`src/rtl/memaccess.sv`:
```
// MEM-stage data-memory access unit: issues one req/ack transaction per load/store,
// stalls the pipeline while it is outstanding, and reports completion, misalignment or timeout.
module memaccess #(
    parameter int unsigned AW      = 32,
    parameter int unsigned DW      = 32,
    parameter int unsigned TIMEOUT = 16
) (
    input  logic          clk,
    input  logic          rst,
    input  logic          memrdin,
    input  logic          memwrin,
    input  logic [AW-1:0] addrin,
    input  logic [DW-1:0] wdatain,
    output logic          mem_req,
    output logic          mem_we,
    output logic [AW-1:0] mem_addr,
    output logic [DW-1:0] mem_wdata,
    input  logic          mem_ack,
    input  logic [DW-1:0] mem_rdata,
    output logic [DW-1:0] rdataout,
    output logic          stall,
    output logic          done,
    output logic          err_align,
    output logic          err_timeout
);

    localparam int unsigned CW = $clog2(TIMEOUT) + 1;

    typedef enum logic [1:0] {
        IDLE = 2'd0,
        BUSY = 2'd1,
        DONE = 2'd2
    } state_t;

    state_t        state, state_n;
    logic [CW-1:0] cnt, cnt_n;
    logic          req_n, we_n, done_n, erra_n, errt_n;
    logic [AW-1:0] addr_n;
    logic [DW-1:0] wdata_n, rdata_n;
    logic          valid, bad;

    // Request decode: exactly one strobe and a word-aligned address.
    assign valid = (memrdin ^ memwrin) && (addrin[1:0] == 2'b00);
    assign bad   = (memrdin & memwrin) || ((memrdin | memwrin) && (addrin[1:0] != 2'b00));

    // Held while a request is being accepted and for the whole outstanding access.
    assign stall = (state == BUSY) || ((state == IDLE) && valid);

    always_comb begin
        state_n = state;
        cnt_n   = cnt;
        req_n   = mem_req;
        we_n    = mem_we;
        addr_n  = mem_addr;
        wdata_n = mem_wdata;
        rdata_n = rdataout;
        done_n  = 1'b0;
        erra_n  = 1'b0;
        errt_n  = 1'b0;
        case (state)
            IDLE: begin
                if (valid) begin
                    state_n = BUSY;
                    req_n   = 1'b1;
                    we_n    = memwrin;
                    addr_n  = addrin;
                    wdata_n = wdatain;
                    cnt_n   = '0;
                end else if (bad) begin
                    erra_n = 1'b1;
                end
            end
            BUSY: begin
                // Counter tops out at TIMEOUT, which fits in CW bits.
                cnt_n = cnt + CW'(1);
                if (mem_ack) begin
                    state_n = DONE;
                    req_n   = 1'b0;
                    done_n  = 1'b1;
                    if (!mem_we) begin
                        rdata_n = mem_rdata;
                    end
                end else if (cnt == CW'(TIMEOUT - 1)) begin
                    state_n = DONE;
                    req_n   = 1'b0;
                    rdata_n = '0;
                    done_n  = 1'b1;
                    errt_n  = 1'b1;
                end
            end
            DONE: begin
                state_n = IDLE;
            end
            default: begin
                state_n = IDLE;
            end
        endcase
    end

    always_ff @(posedge clk) begin
        if (rst) begin
            state       <= IDLE;
            cnt         <= '0;
            mem_req     <= 1'b0;
            mem_we      <= 1'b0;
            mem_addr    <= '0;
            mem_wdata   <= '0;
            rdataout    <= '0;
            done        <= 1'b0;
            err_align   <= 1'b0;
            err_timeout <= 1'b0;
        end else begin
            state       <= state_n;
            cnt         <= cnt_n;
            mem_req     <= req_n;
            mem_we      <= we_n;
            mem_addr    <= addr_n;
            mem_wdata   <= wdata_n;
            rdataout    <= rdata_n;
            done        <= done_n;
            err_align   <= erra_n;
            err_timeout <= errt_n;
        end
    end

endmodule

```
`config.mk`:
```
export PLATFORM = sky130hd
export DESIGN_NAME = memaccess
export DESIGN_NICKNAME = d
export VERILOG_FILES = /design/src/rtl/memaccess.sv
export SDC_FILE = /design/constraint.sdc
export NUM_CORES = 1
export LEC_CHECK = 0
export ABC_AREA = 1
export ABC_CLOCK_PERIOD_IN_PS = 1400
export BUFFER_PORTS_ARGS = -buffer_cell sky130_fd_sc_hd__buf_2
export CORE_UTILIZATION = 41
export CTS_BUF_LIST = sky130_fd_sc_hd__clkbuf_8 sky130_fd_sc_hd__clkbuf_16
export DETAILED_ROUTE_END_ITERATION = 16
export HOLD_SLACK_MARGIN = 0.03
export PLACE_DENSITY = 0.75
export SLEW_MARGIN = 10
export SYNTH_ARGS = -nofsm -noshare
export SYNTH_HDL_FRONTEND = slang
export SYNTH_SLANG_ARGS = --single-unit
```
`constraint.sdc`:
```
create_clock -name clk -period 1.4 [get_ports clk]
set_input_delay 0 -clock clk [delete_from_list [all_inputs] [get_ports clk]]
set_output_delay 0 -clock clk [all_outputs]
set_load 0.03 [all_outputs]
```
==> results of run 1 <==
## worst register-to-register path, cell delays in order, from the launching register on
cell,delay (ns)
dfxtp_2,0.37
ha_4,0.15
nand2_4,0.05
nor2_4,0.11
ha_4,0.15
nor2_4,0.04
inv_2,0.06
nand3_4,0.11
buf_16,0.18
nand2_1,0.06
a21oi_1,0.06
## layout make-up
type | instances | area, µm²
fill | 708 | 2990
timing repair buffer | 333 | 2370
sequential | 108 | 2170
tap | 133 | 166
inverter | 11 | 51.3
multi-input combinational | 334 | 1840
clock inverter | 6 | 41.3
clock buffer | 10 | 138
## path summary, 6_finish.rpt
| path | from | endpoint | slack, ns | cells after the start |
|---|---|---|---|---|
| worst min-delay path | memwrin | err_align | 0.04 | 4 |
| worst min register to register | mem_wdata[13] | mem_wdata[13] | 0.46 | 2 |
| worst max-delay path | cnt[1] | rdataout[21] | -0.05 | 10 |
| worst max register to register | cnt[1] | rdataout[21] | -0.05 | 10 |
## sequential cells by signal (all words and copies together) (netlist names)
register,cells
mem_addr,32
mem_wdata,32
rdataout,32
cnt,5
state,2
done,1
err_align,1
err_timeout,1
mem_req,1
mem_we,1
## cells in the final DEF (no fill, tap or decap), drive strengths merged, types with 4 or more instances in the layout
master / n
buf: 234
dfxtp: 108
nand2: 105
dlygate4sd3: 99
a21oi: 99
nand4: 95
nor2: 13
nand3: 11
clkbuf: 10
inv: 10
ha: 5
clkinvlp: 4
## per-layer routing
| layer | vias up | part of all wire | routed length, µm | track usage |
|---|---|---|---|---|
| met5 | - | 0 | 0 | 0 |
| met4 | 0 | 0.041 | 617 | 0.190 |
| met3 | 59 | 0.081 | 1230 | 0.0631 |
| met2 | 303 | 0.49 | 7360 | 0.454 |
| met1 | 2312 | 0.39 | 5950 | 0.311 |
| li1 | 2364 | - | - | - |
## cells by family after synthesis
kind of cell,synth area share
and+or+nand+nor,0.272
DFF,0.522
AOI/OAI and AO/OA,0.125
buffers and inverters,0.0664
adders and majority gates,0.0151
## repair_timing
action	in CTS	in global routing
cloned	1	0
hold buffers	99	0
endpoints found under the hold margin	97	0
setup buffers	2	7
endpoints found under the setup margin	34	36
pin swaps	4	2
resized for setup	18	17
## power by group
part           switching [W]  total (W)  internal [W]
combinational       0.000696    0.00123      0.000536
clock                0.00107    0.00177      0.000694
sequential         0.0000558    0.00322       0.00317
## through the flow
step	hold WS, ns	power (W)	instance area [µm²]
final	0.0434	0.00622	6790
after global routing	0.0801	0.00647	6790
after CTS	0.0303	0.00620	6680
after detailed placement	0.287	0.00422	5400
after global placement	0.267	0.00420	5400
after floorplan	0.135	0.00384	4190
==> summary.md, run 1 <==
| Metric | Value |
|---|---|
| Share of cells above drive strength 1 | 0.354 |
| Slew margin rel. | 0.730 |
| Worst-margin pin slew | about 0.40 ns |
| Final worst path period share | 1.04 |
| Nets@finish | between 900 and 1000 |
| Die height | approximately 100 µm |
| CTS Buf Count | 9 |
| Achievable Freq | 690 MHz |
| Longest Clk Path Bufs | 2 |
| Area contributors post-synth | dfxtp_1 (52%), nand4_1 (14%), a21oi_1 (12%), nand2_1 (9.5%), clkbuf_1 (2.7%) |
| CTS clock-pin slew for the worst setup and hold paths | ~0.1 ns |
| Crit-path cells | ha_4 -> nand2_4 -> nor2_4 -> ha_4 -> nor2_4 -> inv_2 -> nand3_4 -> buf_16 -> nand2_1 -> a21oi_1 |
| Post-synth top cells | dfxtp_1 (108), nand2_1 (105), a21oi_1 (99) |
| GP Congestion | 0.795 |
| CP Max Fanout | 13 |
| Total iterations of the first detailed-routing run | 4 |
| Synth async-reset ratio | 0 |
| Post-Layout Cell Count | around 940 |
| DP Wirelength | 8.06 mm |
| Mapped cell area | ~4100 µm² |
| Initial Util | 0.424 |
| Pre-CTS WS | -0.0657 ns |
| Total Die Area | 10500 µm² |
| Post-synth EDFFs | 0 |
| Core Util, Final | 0.694 |
| Row cnt | 36 |
| MaxCap Viol Count | 0 |
| Drt total wl | 15.2 mm |
| Power per cell area | 916 nW/µm² |
| Startpoint Class | flop |
| Yosys cell types | 21 |
| CP endpoint kind | flop |
| Via density | 5.39 |
| Core ar. | slightly below 10000 µm² |
| Number of global-route vias before repair | 4723 |
| Post-synthesis sequential area ratio | 0.522 |
| Top-count cell post-synth | dfxtp_1 |
| Syn Inst Count | 505 |
| WL/cell | 16.2 µm |
| Violated checks | setup timing |
| Worst-case clock skew | 0.00803 ns |
| Period minus WS final | 1.45 ns |
| Pin count of the biggest net entering global routing | 54 |
| CTS tree | yes |
| Worst Setup Slack, final | -0.0491 ns |
| Clock Sinks | 108 |
| Clk root buf | clkbuf_8 |
| # placed instances | 810 |
| Vias | 5038 |
| HP Class | in -> reg |
| I/O Buffers | 202 |
| Remaining Overflow, GRT | 0 |
| Initial antenna violation count | 0 |
| IO Pins | about 200 |
| Post-route setup TNS | -0.900 ns |
| Crit Path Category | reg -> reg |
| WP data required | 1.66 ns |
| CP max-delay cell | dfxtp_2 |
| Yosys top cell by area | dfxtp_1 |
| Pleak | 2.95 nW |
| Max IR drop VDD | 525 µV |
| Inserted Diodes | 0 |
| Post-detailed-route count of antenna-violating nets | 0 |
| Status | finished, violations left |
| RSZ-0062 raised after global routing | true |
| Slew Viols, Final | 0 |
| Initial drt markers | 215 |
| Yosys warns | 0 |
| Syn_nets | 611 |
| Clk Latency, worst-skew pair | 0.36 ns |
| H-Tree Depth | 3 |
| First-pass GRT wire length | 22.3 mm |
| DRC | 0 |
| CP arrival | about 1.7 ns |
| Post-synth top flop | dfxtp_1 |
| Syn_area_per_cell | slightly above 8 µm² |
| Synth top area share | 0.522 |
| Die width | 103 µm |
| Area grow syn2layout | 63.7% |
| Setup violators final | 31 |
| Critical path's largest stage delay | roughly 0.37 ns |
| Top delay family on crit path | flip-flops |
| Hold Vio Cnt, Final | 0 |
| CP bufs+invs | 2 |
| Seq cells post-synth | 108 |
| Total GRT Usage | 0.273 |
No activity file was read; power rests on OpenSTA's default activity.
==> run 2, diff against run 1 <==
Settings changed: ABC_CLOCK_PERIOD_IN_PS 1400 to default, CORE_UTILIZATION 41 to 44, CTS_BUF_LIST sky130_fd_sc_hd__clkbuf_8 sky130_fd_sc_hd__clkbuf_16 to default, PLACE_DENSITY 0.75 to 0.77.
Clock period 1.4 ns to 1.86 ns, I/O delays scaled along.
==> run 2 against run 1 <==
Compared with the run above: the run now ends clean; non-clock buffer count shrank 18; combinational power shrank 30%; sequential power shrank 25%; clock skew grew 0.011 ns; clock power shrank 21%; power shrank 25%; largest cell class unchanged; worst setup slack gained 0.21 ns; wire length shrank 7.3%; highest routed layer unchanged; cell area shrank 5.2%; critical path depth shrank 3.
==> summary.md, run 2 (same netlist as run 1, synthesis figures left out) <==
| Metric | Value |
|---|---|
| Die height | 99.1 µm |
| Clk Latency, worst-skew pair | 0.36 ns |
| CTS clock-pin slew for the worst setup and hold paths | 0.11 ns |
| Startpoint Class | primary input |
| Pin count of the biggest net entering global routing | 64 |
| Total iterations of the first detailed-routing run | 5 |
| Core Util, Final | 0.699 |
| WL/cell | 15.7 µm |
| Worst-margin pin slew | 0.466 ns |
| Crit Path Category | in -> out |
| CP arrival | between 1.5 and 2 ns |
| Drt total wl | 14.1 mm |
| CTS tree | yes |
| Pleak | approximately 2.8 nW |
| Inserted Diodes | 0 |
| CTS Buf Count | 9 |
| Initial antenna violation count | 0 |
| Hold Vio Cnt, Final | 0 |
| I/O Buffers | 202 |
| DRC | 0 |
| GP Congestion | between 0.8 and 0.9 |
| CP endpoint kind | output port |
| WP data required | between 1.5 and 2 ns |
| H-Tree Depth | 3 |
| Final worst path period share | 0.914 |
| RSZ-0062 raised after global routing | false |
| Via density | 5.51 |
| Total GRT Usage | 0.277 |
| Area grow syn2layout | 55.1% |
| Most frequent cells in the layout | buf_2 (202), dfxtp_1 (108), nand2_1 (105) |
| Post-Layout Cell Count | 895 |
| DP Wirelength | 7.77 mm |
| Die width | just under 100 µm |
| HP Class | in -> reg |
| Setup bufs post-CTS | 0 |
| Nets@finish | 885 |
| Clock Sinks | approximately 110 |
| Slew margin rel. | 0.690 |
| Share of cells above drive strength 1 | 0.305 |
| IO Pins | 203 |
| Status | complete, no violations |
| Total Die Area | between 9000 and 10000 µm² |
| Period minus WS final | ~1.7 ns |
| First-pass GRT wire length | about 22 mm |
| Achievable Freq | 588 MHz |
| Remaining Overflow, GRT | 0 |
| Setup violators final | 0 |
| Post-detailed-route count of antenna-violating nets | 0 |
| Power per cell area | 727 nW/µm² |
| MaxCap Viol Count | 0 |
| Vias | 4928 |
| Max IR drop VDD | 377 µV |
| # placed instances | 779 |
| Most common cell after layout, fill and taps aside | buf_2 |
| CP Max Fanout | 7 |
| Worst-case clock skew | 0.0195 ns |
| Longest Clk Path Bufs | 2 |
| Slew Viols, Final | 0 |
| Post-route setup TNS | 0 ns |
| Core ar. | 9200 µm² |
| Number of global-route vias before repair | 4828 |
| Clk root buf | clkbuf_8 |
| Initial drt markers | 206 |
| Initial Util | 0.451 |
| Top flop regs | mem_addr: 32 flops, mem_wdata: 32 flops, rdataout: 32 flops |
| Row cnt | 35 |
[run 2: power by group]
part | internal (W) | total, W | switching [W]
logic | 0.000362 | 0.000865 | 0.000503
clock network | 0.000579 | 0.00139 | 0.000809
registers | 0.00238 | 0.00242 | 0.0000389
[run 2: layout make-up]
cell class	count	area, µm²
Clock inverter	5	42.5
Fill cell	672	2770
Inverter	11	41.3
Tap cell	111	139
Sequential cell	108	2160
Multi-Input combinational cell	334	1720
Timing Repair Buffer	315	2170
Clock buffer	11	151
[run 2: metal layers]
layer / track usage / up-vias / routed length (µm) / share of wire
met5: 0 / - / 0 / 0
met4: 0.115 / 0 / 309 / 0.022
met3: 0.0624 / 32 / 1110 / 0.079
met2: 0.490 / 257 / 6880 / 0.49
met1: 0.322 / 2314 / 5750 / 0.41
li1: - / 2325 / - / -
[run 2: worst paths after layout]
path,cells past startpoint,slack [ns],from,endpoint
setup / recovery,7,0.16,memwrin,stall
hold / removal,2,0.09,rst,mem_wdata[12]
setup reg to reg,10,0.21,cnt[0],rdataout[13]
hold reg to reg,2,0.46,mem_wdata[8],mem_wdata[8]
[run 2: stage by stage]
| step | total power [W] | hold WS (ns) | area, µm² | setup WS [ns] |
|---|---|---|---|---|
| final | 0.00467 | 0.0873 | 6430 | 0.160 |
| after global routing | 0.00486 | 0.0954 | 6430 | 0.0320 |
| after CTS | 0.00469 | 0.0687 | 6430 | 0.139 |
| after detailed placement | 0.00315 | 0.247 | 5230 | 0.238 |
| after global placement | 0.00313 | 0.249 | 5230 | 0.337 |
| after floorplan | 0.00288 | 0.135 | 4150 | 0.368 |
[run 2: worst max-delay path: stages]
cell	delay, ns
dlygate4sd3_1	0.53
buf_2	0.13
inv_1	0.05
ha_2	0.36
nand3_2	0.20
nand2_1	0.20
buf_2	0.23
[run 2: what timing repair did]
action	4_1_cts	5_1_grt
endpoints found under the setup margin	0	1
resized for setup	0	1
hold endpoints to repair	99	0
hold buffers	100	0
